**src/rtl/fetch_sequencer.sv**
```systemverilog
// rtl/fetch_sequencer.sv - IF-stage fetch sequencer: PC next/enable, imem handshake, IF/ID load
//
// Purpose: owns the fetch address, issues instruction-memory requests,
// loads the IF/ID register, and applies hazard stalls and branch/jump redirects.
//
// Ports:
//   clk, rst_n                      clock, asynchronous active-low reset
//   stall                           hazard unit: hold IF/ID and PC
//   branch_taken/branch_target      taken branch resolved in ID
//   jump/jump_target                jump decoded in ID
//   imem_req/imem_addr              request valid / registered request address
//   imem_ready/imem_rdata           response valid this cycle / fetched word
//   pc_next/pc_enable               value and write-enable for the PC register
//   ifid_valid/ifid_instr/ifid_pc4  IF/ID pipeline register
//   misalign                        sticky: a redirect target was not word aligned
module fetch_sequencer #(
  parameter int               ADDR_W       = 32,
  parameter int               INSTR_W      = 32,
  parameter logic [ADDR_W-1:0] RESET_VECTOR = '0
) (
  input  logic               clk,
  input  logic               rst_n,
  input  logic               stall,
  input  logic               branch_taken,
  input  logic [ADDR_W-1:0]  branch_target,
  input  logic               jump,
  input  logic [ADDR_W-1:0]  jump_target,
  output logic               imem_req,
  output logic [ADDR_W-1:0]  imem_addr,
  input  logic               imem_ready,
  input  logic [INSTR_W-1:0] imem_rdata,
  output logic [ADDR_W-1:0]  pc_next,
  output logic               pc_enable,
  output logic               ifid_valid,
  output logic [INSTR_W-1:0] ifid_instr,
  output logic [ADDR_W-1:0]  ifid_pc4,
  output logic               misalign
);

  localparam logic [1:0] S_BOOT    = 2'd0;
  localparam logic [1:0] S_FETCH   = 2'd1;
  localparam logic [1:0] S_WAIT    = 2'd2;
  localparam logic [1:0] S_DISCARD = 2'd3;

  logic [1:0]         state_q,       state_d;
  logic [ADDR_W-1:0]  pc_cur_q,      pc_cur_d;
  logic [ADDR_W-1:0]  addr_q,        addr_d;
  logic               skid_valid_q,  skid_valid_d;
  logic [INSTR_W-1:0] skid_instr_q,  skid_instr_d;
  logic [ADDR_W-1:0]  skid_pc4_q,    skid_pc4_d;
  logic               ifid_valid_q,  ifid_valid_d;
  logic [INSTR_W-1:0] ifid_instr_q,  ifid_instr_d;
  logic [ADDR_W-1:0]  ifid_pc4_q,    ifid_pc4_d;
  logic               misalign_q,    misalign_d;

  logic              req_c;
  logic              accept_c;
  logic              redirect_c;
  logic [ADDR_W-1:0] target_c;

  always_comb begin
    state_d      = state_q;
    pc_cur_d     = pc_cur_q;
    skid_valid_d = skid_valid_q;
    skid_instr_d = skid_instr_q;
    skid_pc4_d   = skid_pc4_q;
    ifid_valid_d = ifid_valid_q;
    ifid_instr_d = ifid_instr_q;
    ifid_pc4_d   = ifid_pc4_q;
    misalign_d   = misalign_q;

    redirect_c = branch_taken | jump;
    target_c   = branch_taken ? branch_target : jump_target;

    // A full skid under stall has nowhere to put another word, so fetch pauses.
    case (state_q)
      S_FETCH:           req_c = ~(stall & skid_valid_q);
      S_WAIT, S_DISCARD: req_c = 1'b1;
      default:           req_c = 1'b0;
    endcase
    accept_c = req_c & imem_ready & ((state_q == S_FETCH) | (state_q == S_WAIT));

    case (state_q)
      S_BOOT:    state_d = S_FETCH;
      S_FETCH:   if (!accept_c && req_c) state_d = S_WAIT;
      S_WAIT:    if (imem_ready) state_d = S_FETCH;
      default:   if (imem_ready) state_d = S_FETCH;
    endcase
    if (accept_c) pc_cur_d = pc_cur_q + ADDR_W'(4);

    if (state_q != S_BOOT) begin
      if (redirect_c) begin
        // Redirect wins over stall; any word accepted this cycle is wrong-path.
        pc_cur_d     = {target_c[ADDR_W-1:2], 2'b00};
        misalign_d   = misalign_q | (target_c[1:0] != 2'b00);
        ifid_valid_d = 1'b0;
        ifid_instr_d = '0;
        ifid_pc4_d   = '0;
        skid_valid_d = 1'b0;
        // An outstanding request must still be completed at its old address.
        state_d = (((state_q == S_WAIT) || (state_q == S_DISCARD)) && !imem_ready)
                  ? S_DISCARD : S_FETCH;
      end else if (stall) begin
        if (accept_c) begin
          skid_valid_d = 1'b1;
          skid_instr_d = imem_rdata;
          skid_pc4_d   = addr_q + ADDR_W'(4);
        end
      end else begin
        // Skid is older than any word arriving now, so it goes to IF/ID first.
        if (skid_valid_q) begin
          ifid_valid_d = 1'b1;
          ifid_instr_d = skid_instr_q;
          ifid_pc4_d   = skid_pc4_q;
          skid_valid_d = accept_c;
          if (accept_c) begin
            skid_instr_d = imem_rdata;
            skid_pc4_d   = addr_q + ADDR_W'(4);
          end
        end else if (accept_c) begin
          ifid_valid_d = 1'b1;
          ifid_instr_d = imem_rdata;
          ifid_pc4_d   = addr_q + ADDR_W'(4);
        end else begin
          ifid_valid_d = 1'b0;
          ifid_instr_d = '0;
          ifid_pc4_d   = '0;
        end
      end
    end

    addr_d = (state_d == S_DISCARD) ? addr_q : pc_cur_d;
  end

  always_ff @(posedge clk or negedge rst_n) begin
    if (!rst_n) begin
      state_q      <= S_BOOT;
      pc_cur_q     <= RESET_VECTOR;
      addr_q       <= RESET_VECTOR;
      skid_valid_q <= 1'b0;
      skid_instr_q <= '0;
      skid_pc4_q   <= '0;
      ifid_valid_q <= 1'b0;
      ifid_instr_q <= '0;
      ifid_pc4_q   <= '0;
      misalign_q   <= 1'b0;
    end else begin
      state_q      <= state_d;
      pc_cur_q     <= pc_cur_d;
      addr_q       <= addr_d;
      skid_valid_q <= skid_valid_d;
      skid_instr_q <= skid_instr_d;
      skid_pc4_q   <= skid_pc4_d;
      ifid_valid_q <= ifid_valid_d;
      ifid_instr_q <= ifid_instr_d;
      ifid_pc4_q   <= ifid_pc4_d;
      misalign_q   <= misalign_d;
    end
  end

  assign imem_req   = req_c;
  assign imem_addr  = addr_q;
  // BOOT also holds during reset; gate so the PC register is not written then.
  assign pc_enable  = rst_n & ((state_q == S_BOOT) | (pc_cur_d != pc_cur_q));
  assign pc_next    = (state_q == S_BOOT) ? RESET_VECTOR : pc_cur_d;
  assign ifid_valid = ifid_valid_q;
  assign ifid_instr = ifid_instr_q;
  assign ifid_pc4   = ifid_pc4_q;
  assign misalign   = misalign_q;

endmodule

```
**config.mk**
```make
export PLATFORM = sky130hd
export DESIGN_NAME = fetch_sequencer
export DESIGN_NICKNAME = d
export VERILOG_FILES = /design/src/rtl/fetch_sequencer.sv
export SDC_FILE = /design/constraint.sdc
export NUM_CORES = 1
export LEC_CHECK = 0
export CORE_MARGIN = 4
export CORE_UTILIZATION = 52
export CTS_BUF_LIST = sky130_fd_sc_hd__clkbuf_8
export DETAILED_ROUTE_END_ITERATION = 8
export GPL_TIMING_DRIVEN = 0
export PLACE_DENSITY = 0.83
export SETUP_SLACK_MARGIN = 0.5
export SYNTH_ARGS = -nofsm -noshare
export SYNTH_HDL_FRONTEND = slang
export SYNTH_SLANG_ARGS = --single-unit
```
**constraint.sdc**
```tcl
create_clock -name clk -period 2.9 [get_ports clk]
set_input_delay 0.58 -clock clk [delete_from_list [all_inputs] [get_ports clk]]
set_output_delay 0.58 -clock clk [all_outputs]
set_load 0.02 [all_outputs]
```
# == Word level (Yosys, flattened, before mapping) ==
# Cells that the tools add are included.
# classes
n_addsub,2
n_mul,0
div_mod_pow,0
magnitude_cmp,0
eq_ne,7
shifts,0
mux,34
n_bitwise,10
n_reduce_logical,14
# op_table
cell,count
two-way mux 32 bit,19
adder 32 x 3 -> 32 bit (second input constant),2
inequality test 32 bit,1
two-way mux 2 bit,5
two-way mux 1 bit,8
equality test 2 bit (second input constant),3
AND reduction 2 bit,3
nonzero test 2 bit,3
bitwise AND 1 bit,4
bitwise OR 1 bit,4
case mux 2 bit (2 select lines),1
inequality test 3 x 1 -> 1 bit (second input constant),1
AND reduction 3 bit,1
equality test 2 x 1 -> 1 bit (second input constant),1
logical AND 1 bit,2
logical NOT 1 bit,2
logical NOT 2 bit,1
inequality test 2 x 1 -> 1 bit (second input constant),1
inverter 1 bit,2
case mux 1 bit (2 select lines),1
OR reduction 2 bit,1
logical OR 1 bit,1
# totals
register_bits,197
latch_bits,0
ram_bits,0
romBits,0
input_bits,102
output_inout_bits,132
wordCells,77
memories,0

# == Longest topological paths before layout ==
# Gate-level depths: netlist of run 1.
# logic_depth
word_depth,12
mapped_depth,10
mapped_depth_nobuf,8

# == Least setup slack after synthesis of run 1 ==
# No wires, ideal clock.
# synth_timing
path_type,in2out
startpoint,in branch_taken
endpoint,out pc_enable
arrival_time_ns,2.363
required_ns,2.320
slack_ns,-0.043
path_stages,9
path_buffers,3
cell_sequence,buf_2 > buf_2 > buf_2 > mux2i_1 > o22ai_1 > a211oi_1 > nand3_1 > o32ai_1 > a41oi_1
# synth_between
elab_chain_len,6
word_cells_on_any_way,7
cone_classes,1 x eq/ne; 3 x mux; 3 x bitwise
# synth_rtl
element,line,rtl
"start, declared",24,"input logic branch_taken,"
bitwise OR 1 bit or two-way mux 32 bit (tied branches),"72, 73",
two-way mux 32 bit *,92,if (redirect_c) begin
two-way mux 32 bit *,91,if (state_q != S_BOOT) begin
inequality test 32 bit *,164,assign pc_enable = rst_n & ((state_q == S_BOOT) | (pc_cur_d != pc_cur_q));
bitwise OR 1 bit *,164,
bitwise AND 1 bit *,164,
"end, declared",33,"output logic pc_enable,"
# Mark *: on every way between the ends. The rest lies on a longest branch, timed or not.

# == Worst setup path in the final report of run 1 ==
# layout_timing
startpoint,reg state_q[1]
endpoint,out pc_next[21]
# layout_between
elab_chain_len,9
word_cells_on_any_way,14
cone_classes,3 x eq/ne; 5 x mux; 3 x bitwise; 3 x reduce/logical
# layout_rtl
element,line,rtl
"start, declared",45,"logic [1:0] state_q, state_d;"
"start signal, assigned",148,state_q <= state_d;
equality test 2 bit (on tied branches),"76, 81",
OR reduction 2 bit,76,case (state_q)
case mux 1 bit (2 select lines),76,
bitwise AND 1 bit (2 in a row),81,accept_c = req_c & imem_ready & ((state_q == S_FETCH) | (state_q == S_WAIT));
two-way mux 32 bit,89,if (accept_c) pc_cur_d = pc_cur_q + ADDR_W'(4);
two-way mux 32 bit,92,
two-way mux 32 bit *,91,
net pc_cur_d[21],46,"logic [ADDR_W-1:0] pc_cur_q, pc_cur_d;"
two-way mux 32 bit *,165,assign pc_next = (state_q == S_BOOT) ? RESET_VECTOR : pc_cur_d;
"end, declared",32,"output logic [ADDR_W-1:0] pc_next,"
# The timed path passes the listed nets; every way through them passes the cells marked *.

==> results of run 1 <==
synth_stat cells (all sizes together):
cell	instances	share of area, %
nand4b	1	0.088
ha	6	0.76
o311a	1	0.10
nor2	22	0.86
o22ai	4	0.25
nand3b	1	0.076
nand4	25	1.7
xor2	49	4.3
a21o	3	0.23
nor4	3	0.34
clkbuf	43	1.6
dfrtp	197	50
a22oi	59	4.5
and2	8	0.51
xnor2	26	2.3
a311oi	1	0.088
nor3	11	0.61
a2111oi	1	0.088
and3	8	0.51
a31oi	7	0.51
a221o	1	0.10
a211oi	3	0.23
and4	8	0.71
mux2	86	9.8
a41oi	1	0.088
nand3	25	1.4
o21ai	106	5.4
inv	11	0.42
a22o	1	0.088
o31ai	2	0.15
buf	17	0.81
o32ai	1	0.088
o211ai	1	0.076
nand2	110	4.2
o221ai	1	0.088
o21bai	2	0.15
nor2b	36	2.3
mux2i	32	3.2
a21oi	15	0.76
nand2b	4	0.25
a2bb2oi	1	0.088
a21bo	1	0.10
or3	7	0.44
state kept, by name, summed over array words and instances, names as in the netlist:
register      count
ifid_instr       32
misalign          1
skid_valid_q      1
imem_addr        32
ifid_valid        1
skid_pc4_q       32
ifid_pc4         32
skid_instr_q     32
state_q           2
pc_cur_q         32
cells in the final DEF (no fill, tap or decap), types with 10 or more instances in the layout:
cell	count
buf_4	89
nand3_1	21
mux2i_2	10
mux2_4	32
xor2_1	48
o21ai_1	32
a22oi_2	13
buf_6	48
mux2i_1	20
buf_8	15
dfrtp_1	193
clkdlybuf4s50_1	195
nor2b_4	30
xnor2_1	23
inv_1	11
o21ai_0	67
mux2_2	50
clkbuf_8	21
a21oi_1	10
a22oi_1	46
clkbuf_1	14
nand2_1	100
nor2_1	12
nand4_1	23
final cells by class:
type,count,share of cell area (%)
clock buffers,18,1.62
clock inverters,14,1.32
multi-input cells,680,37.0
flip-flops and latches,197,32.3
repair buffers,334,21.8
well taps,234,1.91
plain buffers,60,3.80
inverters,11,0.270
worst max-delay path by stage:
stage               slack [ps]           to    startpoint
floorplan                  250    pc_enable  branch_taken
global placement         -7740   state_q[0]         rst_n
detailed placement       -1260  pc_next[27]         stall
CTS                       -560  pc_next[17]    state_q[0]
global route              -710  pc_next[21]    state_q[1]
finish                    -690  pc_next[21]    state_q[1]
logic make-up (layout without fill, tap and decap cells):
kind of cell               Yosys count  in the layout  synth area share [%]
buffers and inverters               71            437                  2.85
adders and majority gates            6              6                 0.758
xor gates and xnor gates            75             75                  6.63
AOI/OAI and AO/OA                  212            212                  13.1
muxes                              118            118                  13.0
DFF                                197            197                  49.8
and+or+nand+nor                    269            269                  13.9
metal layers:
| metal | track usage [%] | up-vias |
|---|---|---|
| li1 | - | 4093 |
| met1 | 41.6 | 4751 |
| met2 | 52.4 | 627 |
| met3 | 7.08 | 135 |
| met4 | 10.1 | 0 |
| met5 | 0 | - |
worst register-to-register path, cell delays in order, from the launching register on:
cell     delay [ps]
dfrtp_1         440
inv_2           100
ha_4            180
buf_6           110
buf_6           120
buf_8           140
or3_4           360
nor2_1          130
o22ai_1          80
o31ai_1         160
nand2_2         170
buf_6           170
buf_12          120
buf_16          130
mux2_1          330
where the power goes:
group          internal (uW)  switching (uW)
Sequential              3540             817
Clock                    978            1060
Combinational           3360            3240
metrics by stage:
step | worst slack (ps) | utilization, % | area (um2)
after floorplan | 248 | - | 10300
after global placement | -7740 | 68.8 | 12900
after detailed placement | -1260 | 69.0 | 12900
after CTS | -565 | 78.8 | 14700
after global routing | -714 | 81.8 | 15300
final | -692 | 81.8 | 15300
what timing repair did:
action                                  4_1_cts  5_1_grt
endpoints found under the setup margin      193      196
pin swaps                                    30       20
cloned                                        7        0
gates resized for setup                     378      128
setup buffers                                64       31
==> metrics, run 1 <==
share of layout cells above drive strength 1 about a third; internal reg-to-reg setup slack about 60 ps; Max Cap Violations 0; routed vias 9606; die area about 21000 um2; syn avg cell area 10.5 um2; violated checks setup timing; Max Buffers Root-to-Sink 2; CTS tree done; routed wire length per instance between 20 and 25 um; Mapped Area just under 10000 um2; IO buf count roughly 230; Initial Util between 50 and 60%; WP data required 2320 ps; stages on the worst setup path 12; Skew-Pair Late Insertion Delay around 500 ps; Register Area just under 5000 um2; R2R depth 14; crit-path cells inv_2, ha_4, a21bo_4, a21oi_4, buf_6, buf_12, buf_4, nand4_1, xnor2_1, mux2_4, nor2b_4, buf_6; hold slack 47.2 ps; Residual DRC 0; CP arrival roughly 3000 ps; WP buf/inv 5; multi-input logic area between 5000 and 6000 um2; reg2reg start state_q[1]; CP most frequent cell buf_6; leakage power 0.00662 uW; die height around 150 um; final wirelength around 37000 um; status finished, violations left; crit path kind flip-flop to output port; CTS Root Cell clkbuf_8; Clock Skew 23.3 ps; min cycle time layout between 3000 and 4000 ps; CP top delay family buffers and inverters; Worst-Margin Slew 764 ps; Layout area overhead 54.4%; cell count after placement between 1000 and 1500; Final setup viols 32; critical path capture point type output port; largest net degree at the start of global routing between 100 and 150; slowest cell on the critical path dfrtp_1; worst relative slew slack 49.1%; HPWL after detailed placement ~22000 um; I/O pin cnt 234; core area roughly 19000 um2; Clk pin slew, worst setup/hold paths roughly 110 ps; RSZ-0062 raised after global routing true; syn_nets roughly 1100; post-DR vias/cell between 6 and 7; register area share after synthesis ~50%; final-layout fill cell count around 1000; final net count roughly 1400; CTS Sinks approximately 200; FF+latch count, synth 197; final worst-path cycle share 124%; setup ws final -692 ps; antenna viol nets, final 0; CP Launch Type flip-flop; GRT Util Overall 31.5%; chip width roughly 150 um; PwrDens around 850 nW/um2; initial antenna violation count 1; metal2 WL 18100 um; max layer used met4; Initial DRC Count 1159; diode count 0; Unique masters post-synth between 50 and 60; maximum clock rate roughly 280 MHz; non-filler cells, final between 1500 and 2000; routed wl met3 3080 um; final hold violations 0; Yosys warning total 0; Gate Count Post-Synth approximately 950; total gr overflow 0; crit-path max FO 6; routability congestion estimate around 0.94; Cell Rows 50; vias in the first global route roughly 9400; peak supply drop 0.620 mV; iteration count of the initial detailed-routing pass 6; Max Slew Vio Count 0; setup TNS -16420 ps; Hold Buf Count CTS 0; post-route total power about 13000 uW; H-tree Lvls 4; Hold Crit Class input port to async pin; first-pass GRT wire length between 50000 and 60000 um; CP peak stage delay ~440 ps; met1 WL between 10000 and 15000 um; TritonCTS Buffers 17; FF-to-FF End imem_addr[31]
(Power assumes the default switching activity.)
==> inputs of run 2 (changes only) <==
Settings changed: CTS_CLUSTER_DIAMETER set to 80.
==> results of run 2 <==
The final DEF is identical to that of run 1; final timing and power are the same.
